**src/rtl/wmc_timer_pkg.sv**
```systemverilog
// Shared definitions for the washing-machine cycle timer.
//   WMC_TICKS_PER_SEC    : default clock cycles per second
//   WMC_T20_DURATION_SEC : default timed interval in seconds
//   timer_state_t        : per-edge timer state (IDLE / COUNT)
package wmc_timer_pkg;

    localparam int WMC_TICKS_PER_SEC    = 50000000;
    localparam int WMC_T20_DURATION_SEC = 1200;

    typedef enum logic {
        IDLE  = 1'b0,
        COUNT = 1'b1
    } timer_state_t;

endpackage

```
**src/rtl/wmc_tick_gen.sv**
```systemverilog
// One-second prescaler for the cycle timer.
// Ports:
//   CLOCK    : system clock, rising-edge active
//   RESET    : synchronous active-high reset
//   clear    : force the prescaler back to 0 on this edge (wins over enable)
//   enable   : advance the prescaler on this edge
//   SEC_TICK : high during the cycle whose edge wraps the prescaler, so the
//              parent can advance its seconds counter on that same edge
module wmc_tick_gen #(
    parameter int TICKS_PER_SEC = 50000000
) (
    input  logic CLOCK,
    input  logic RESET,
    input  logic clear,
    input  logic enable,
    output logic SEC_TICK
);

    localparam int PW = (TICKS_PER_SEC > 1) ? $clog2(TICKS_PER_SEC) : 1;
    localparam logic [PW-1:0] PRESC_LAST = PW'(TICKS_PER_SEC - 1);

    logic [PW-1:0] presc_q;
    logic [PW-1:0] presc_d;

    assign SEC_TICK = enable && !clear && (presc_q == PRESC_LAST);

    // Next prescaler value: clear, wrap at the terminal count, or advance.
    always_comb begin
        presc_d = presc_q;
        if (clear) begin
            presc_d = {PW{1'b0}};
        end else if (enable) begin
            if (presc_q == PRESC_LAST) begin
                presc_d = {PW{1'b0}};
            end else begin
                presc_d = presc_q + PW'(1);
            end
        end else begin
            presc_d = presc_q;
        end
    end

    // Prescaler register.
    always_ff @(posedge CLOCK) begin
        if (RESET) begin
            presc_q <= {PW{1'b0}};
        end else begin
            presc_q <= presc_d;
        end
    end

endmodule

```
**src/rtl/wmc_cycle_timer.sv**
```systemverilog
// Washing-machine 20-minute cycle timer.
// Runs while T20START is high and emits a one-cycle T20DONE pulse after
// TICKS_PER_SEC*DURATION_SEC consecutive high edges, restarting at once if
// T20START stays high. Dropping T20START clears everything.
// Optional build macro: WMC_TIMER_PAUSE_EN adds a PAUSE input that freezes
// counting (RUNNING=0, REMAIN_SEC held) while T20START is high.
// Ports:
//   CLOCK      : system clock, rising-edge active
//   RESET      : synchronous active-high reset
//   PAUSE      : lid-open interlock (only with WMC_TIMER_PAUSE_EN)
//   T20START   : run request level
//   T20DONE    : one-cycle pulse at the end of each interval
//   RUNNING    : high while the timer is counting
//   REMAIN_SEC : seconds left in the current interval
module wmc_cycle_timer
    import wmc_timer_pkg::*;
#(
    parameter int TICKS_PER_SEC = WMC_TICKS_PER_SEC,
    parameter int DURATION_SEC  = WMC_T20_DURATION_SEC,
    localparam int SEC_W        = $clog2(DURATION_SEC + 1)
) (
    input  logic             CLOCK,
    input  logic             RESET,
`ifdef WMC_TIMER_PAUSE_EN
    input  logic             PAUSE,
`endif
    input  logic             T20START,
    output logic             T20DONE,
    output logic             RUNNING,
    output logic [SEC_W-1:0] REMAIN_SEC
);

    localparam logic [SEC_W-1:0] SEC_LAST = SEC_W'(DURATION_SEC - 1);
    localparam logic [SEC_W-1:0] SEC_FULL = SEC_W'(DURATION_SEC);

    timer_state_t     state_s;
    logic             pause_s;
    logic             advance_s;
    logic             sec_tick_s;
    logic [SEC_W-1:0] sec_cnt_q,  sec_cnt_d;
    logic [SEC_W-1:0] remain_q,   remain_d;
    logic             done_q,     done_d;
    logic             running_q,  running_d;

`ifdef WMC_TIMER_PAUSE_EN
    assign pause_s = PAUSE;
`else
    assign pause_s = 1'b0;
`endif

    // State is decided by the level sampled on each edge, not by history.
    assign state_s   = T20START ? COUNT : IDLE;
    assign advance_s = (state_s == COUNT) && !pause_s;

    wmc_tick_gen #(
        .TICKS_PER_SEC(TICKS_PER_SEC)
    ) u_tick_gen (
        .CLOCK   (CLOCK),
        .RESET   (RESET),
        .clear   (state_s == IDLE),
        .enable  (advance_s),
        .SEC_TICK(sec_tick_s)
    );

    // Seconds counter, terminal detect and next output values.
    always_comb begin
        sec_cnt_d = sec_cnt_q;
        remain_d  = remain_q;
        done_d    = 1'b0;
        running_d = 1'b0;
        case (state_s)
            IDLE: begin
                sec_cnt_d = {SEC_W{1'b0}};
                remain_d  = {SEC_W{1'b0}};
            end
            COUNT: begin
                if (pause_s) begin
                    // Frozen: counters and display hold, no terminal event.
                    sec_cnt_d = sec_cnt_q;
                    remain_d  = remain_q;
                end else begin
                    running_d = 1'b1;
                    if (sec_tick_s) begin
                        if (sec_cnt_q == SEC_LAST) begin
                            sec_cnt_d = {SEC_W{1'b0}};
                            done_d    = 1'b1;
                        end else begin
                            sec_cnt_d = sec_cnt_q + SEC_W'(1);
                        end
                    end else begin
                        sec_cnt_d = sec_cnt_q;
                    end
                    remain_d = SEC_FULL - sec_cnt_d;
                end
            end
            default: begin
                sec_cnt_d = {SEC_W{1'b0}};
                remain_d  = {SEC_W{1'b0}};
            end
        endcase
    end

    // State and registered outputs.
    always_ff @(posedge CLOCK) begin
        if (RESET) begin
            sec_cnt_q <= {SEC_W{1'b0}};
            remain_q  <= {SEC_W{1'b0}};
            done_q    <= 1'b0;
            running_q <= 1'b0;
        end else begin
            sec_cnt_q <= sec_cnt_d;
            remain_q  <= remain_d;
            done_q    <= done_d;
            running_q <= running_d;
        end
    end

    assign T20DONE    = done_q;
    assign RUNNING    = running_q;
    assign REMAIN_SEC = remain_q;

endmodule

```
**config.mk**
```make
export PLATFORM = sky130hd
export DESIGN_NAME = wmc_cycle_timer
export DESIGN_NICKNAME = d
export VERILOG_FILES = /design/src/rtl/wmc_timer_pkg.sv /design/src/rtl/wmc_tick_gen.sv /design/src/rtl/wmc_cycle_timer.sv
export SDC_FILE = /design/constraint.sdc
export NUM_CORES = 1
export LEC_CHECK = 0
export ABC_CLOCK_PERIOD_IN_PS = 4850
export CAP_MARGIN = 30
export CORE_MARGIN = 5
export CORE_UTILIZATION = 45
export DETAILED_ROUTE_END_ITERATION = 10
export GPL_ROUTABILITY_DRIVEN = 0
export PLACE_DENSITY_LB_ADDON = 0.1
export REMOVE_ABC_BUFFERS = 1
export SYNTH_ARGS = -nofsm -noshare
export SYNTH_HDL_FRONTEND = slang
export SYNTH_HIERARCHICAL = 1
export SYNTH_SLANG_ARGS = --single-unit
```
**constraint.sdc**
```tcl
create_clock -name CLOCK -period 4.85 [get_ports CLOCK]
set_clock_uncertainty 0.2 [all_clocks]
set_input_delay 1.2125 -clock CLOCK [delete_from_list [all_inputs] [get_ports CLOCK]]
set_output_delay 1.2125 -clock CLOCK [all_outputs]
set_load 0.05 [all_outputs]
```
==> summary.txt <==
Setup path
  • R2R Setup Slk: about 1700 ps
  • Worst Path Class, Setup: input pin to register
  • Slowest stage cell, crit path: clkdlybuf4s50_1
  • Crit path from: T20START
  • Nature of the critical path endpoint: register
  • Critical path cell sequence: clkdlybuf4s50_1 -> and4_1 -> nand4_1 -> nor3_1 -> nand4_1 -> nand3b_1 -> nand2_1 -> ha_1 -> nand3_1 -> nor4_1 -> a211oi_2 -> o21ai_0 -> o31ai_1
  • Buf+Inv Stages, Crit Path: 1
  • Reg2Reg Depth: 12
  • CP Data Arrival Time: 3930 ps
  • Most common cell on crit path: nand4_1
  • Reg-to-Reg Start: u_tick_gen/presc_q[19]$_SDFFE_PP0P_
  • Crit path required time: 4820 ps
  • Crit path max fanout: 5
  • CP max stage delay: 470 ps
  • RR Endpoint: REMAIN_SEC[10]$_SDFF_PP0_
  • CP startpoint kind: input pin
  • CP delay by family, top: simple AND/OR/NAND/NOR gates
  • Critical Path Sink: REMAIN_SEC[10]$_SDFF_PP0_
  • Critical path depth: 13

Detailed routing
  • Drt first pass iters: 6
  • Via-to-Cell Ratio: 5.42
  • Via count: 1966
  • DRC: 0
  • Iteration-0 DRC count of the detailed router: 174
  • Wire per inst: 13.1 um
  • WL final: 4770 um
  • Antenna Violating Nets Remaining: 0

STA
  • Final setup TNS: 0 ps
  • Fmax: 253 MHz
  • Post-route minimum period: 3950 ps
  • Final Cycle Share: 0.815
  • RSZ-0062 raised after global routing: false
  • # setup viols final: 0
  • Hold Fails Final Rpt: 0
  • Slew headroom: 0.630
  • Setup WS post-layout: 897 ps
  • Max Transition Viols Final: 0
  • Slew @ Worst Pin: 554 ps

Synth
  • Post-synth EDFFs: 0
  • Post-Syn Area per Cell: 8.61 sq um
  • Synth Warn #: 6
  • Largest cells by area after synthesis: dfxtp_1 41%, nor2_1 5.5%, xnor2_1 5.5%
  • Synth Area in Adders: 0.0208
  • Top-area cell type share of the netlist area: 0.408
  • Simple-gate portion of the synthesized area: 0.303
  • Post-synthesis mux area share: 0.0177
  • Sequential share of the synthesized area: 0.408
  • Synth Area in XOR/XNOR: 0.0875
  • Flops & latches, synth: 49
  • Mapped Area: ~2400 sq um
  • Fraction of registers with async set/reset: 0
  • Combinational family with the most area after synthesis: simple AND/OR/NAND/NOR gates
  • Synth Area in Compound Gates: 0.123
  • Post-synthesis cell type count: between 40 and 50
  • Synth Instances: 279
  • Dominant synthesized flop cell: dfxtp_1
  • Yosys top cell by area: dfxtp_1

Floorplanning
  • Placement row count: 26
  • Die extent in x: just over 80 um
  • Core ar.: 5140 sq um
  • Die span in y: between 80 and 90 um
  • Die area: 6900 sq um
  • Number of I/O pins: 16
  • Initial core utilization: 0.468

Clocking
  • Sink Count: 49
  • CTS tree: done
  • TritonCTS Buffers: 5
  • Root buf cell: clkbuf_8
  • CTS H-tree lvls: 2
  • Post-CTS Repair Setup Buffers: 0
  • Reg clk slew, reported paths: 80 ps
  • PostCTS Resize Cnt: 0
  • Clock buffer depth: 2
  • Worst-skew pair later-pin latency: around 290 ps
  • Post-CTS Hold Buffers: 0

Power
  • Worst IR drop on VDD: 0.000134 V
  • Final Power: approximately 670 uW
  • Power density over the cells: 249 nW/um^2
  • Static Leakage: between 0.0008 and 0.0009 uW

Final layout
  • Area grow syn2layout: 12.0%
  • Multi-input gate area: between 1000 and 1500 sq um
  • Post-layout util: 0.524
  • Fill cells: 514
  • Nets@finish: 300
  • # diodes: 0
  • Storage cell area: 981 sq um
  • Layout cells sized above 1: 0.0819
  • Fin area: 2690 sq um

Placed design
  • PortBufs: 15
  • DP HPWL: roughly 3400 um
  • Post-place instance area: about 2600 sq um
  • Post-Place Setup Slack: just over 600 ps

GRT
  • GRT Util Overall: 0.148
  • Grt ovf: 0
  • Initial antenna violation count: 0
  • First-pass GRT wire length: ~8500 um
  • Largest net degree at the start of global routing: 26
  • Number of global-route vias before repair: 1857

Flow run
  • Max-cap violations: 0

Run status
  • Outcome: completed

Hold path
  • Hold path cells: 2
  • Class of the worst hold path: register to register
## state kept, by name, indices dropped and copies added, names as in the netlist
signal and flops:
u_tick_gen/presc_q 26, T20DONE 1, RUNNING 1, sec_cnt_q 10, REMAIN_SEC 11
## final cells by class
class / instances / area share
clock buffer: 7 / 0.0321
inverter: 8 / 0.0112
multi-input combinational: 210 / 0.493
sequential: 49 / 0.364
tap: 70 / 0.0325
timing repair buffer: 19 / 0.0669
## synth_stat cells, types with 2 or more instances
cell,instances
xnor2_1,15
nand2_1,19
buf_2,4
buf_4,2
nor2_1,35
nor4_1,5
and2_1,5
xor2_1,9
nand4_1,10
a21oi_1,14
mux2i_1,2
dfxtp_1,49
clkbuf_1,5
inv_1,8
nand3b_1,2
o21ai_2,2
or4_1,8
o21ai_0,11
o21a_1,2
o31ai_1,8
or3_1,8
nor3_1,12
nand3_1,12
and4_1,3
ha_1,4
or2_2,2
## how the worst min path moves through the flow
stage	slack [ps]	start	end
6_report	280	u_tick_gen/presc_q[25]$_SDFFE_PP0P_	u_tick_gen/presc_q[25]$_SDFFE_PP0P_
5_1_grt	320	u_tick_gen/presc_q[22]$_SDFFE_PP0P_	u_tick_gen/presc_q[22]$_SDFFE_PP0P_
3_3_place_gp	270	u_tick_gen/presc_q[25]$_SDFFE_PP0P_	u_tick_gen/presc_q[25]$_SDFFE_PP0P_
2_1_floorplan	250	u_tick_gen/presc_q[25]$_SDFFE_PP0P_	u_tick_gen/presc_q[25]$_SDFFE_PP0P_
4_1_cts	280	u_tick_gen/presc_q[25]$_SDFFE_PP0P_	u_tick_gen/presc_q[25]$_SDFFE_PP0P_
3_5_place_dp	270	u_tick_gen/presc_q[25]$_SDFFE_PP0P_	u_tick_gen/presc_q[25]$_SDFFE_PP0P_
## metal layers
metal  share of wire  vias to the layer above  track usage
li1                -                     1024            -
met2            0.42                       28        0.225
met4           0.017                        0       0.0535
met3           0.039                        7       0.0406
met5               0                        -            0
met1            0.52                      907        0.200
## cell usage in the layout, fill, tap and decap left out, types with 2 or more instances in the layout
| cell | instances |
|---|---|
| dfxtp_1 | 49 |
| nor2_1 | 35 |
| nand2_1 | 19 |
| xnor2_1 | 15 |
| clkdlybuf4s50_1 | 15 |
| a21oi_1 | 14 |
| nand3_1 | 12 |
| nor3_1 | 12 |
| o21ai_0 | 11 |
| nand4_1 | 10 |
| xor2_1 | 9 |
| inv_1 | 8 |
| or3_1 | 8 |
| o31ai_1 | 8 |
| or4_1 | 8 |
| clkbuf_8 | 6 |
| nor4_1 | 5 |
| and2_1 | 5 |
| ha_1 | 4 |
| buf_4 | 4 |
| and4_1 | 3 |
| mux2i_1 | 2 |
| or2_2 | 2 |
| nand3b_1 | 2 |
| o21ai_2 | 2 |
| o21a_1 | 2 |
## worst reg2reg max path, cell delays in order, from the launching register on
cell and delay (ps):
dfxtp_1 430, and4_1 280, nand4_1 160, nor3_1 360, nand4_1 210, nand3b_1 310, nand2_1 120, ha_1 210
nand3_1 120, nor4_1 260, a211oi_2 110, o21ai_0 180, o31ai_1 90
## cell families after synthesis
kind of cell,after synthesis
DFF,49
xor gates and xnor gates,24
muxes,4
and+or+nand+nor,132
buffers and inverters,20
AOI/OAI and AO/OA,46
adders and majority gates,4
## through the flow
step,std cells,hold WS [ps]
3_5_place_dp,356,268
6_report,363,281
3_3_place_gp,356,267
2_1_floorplan,267,248
5_1_grt,363,322
4_1_cts,363,284
## report_power, final
group	internal (uW)	leakage [uW]	switching, uW
Combinational	8.79	0.000413	18.6
Sequential	405	0.000396	1.55
Clock	113	0.0000443	125
Total	527	0.000853	145
No activity file was read; power rests on OpenSTA's default activity.
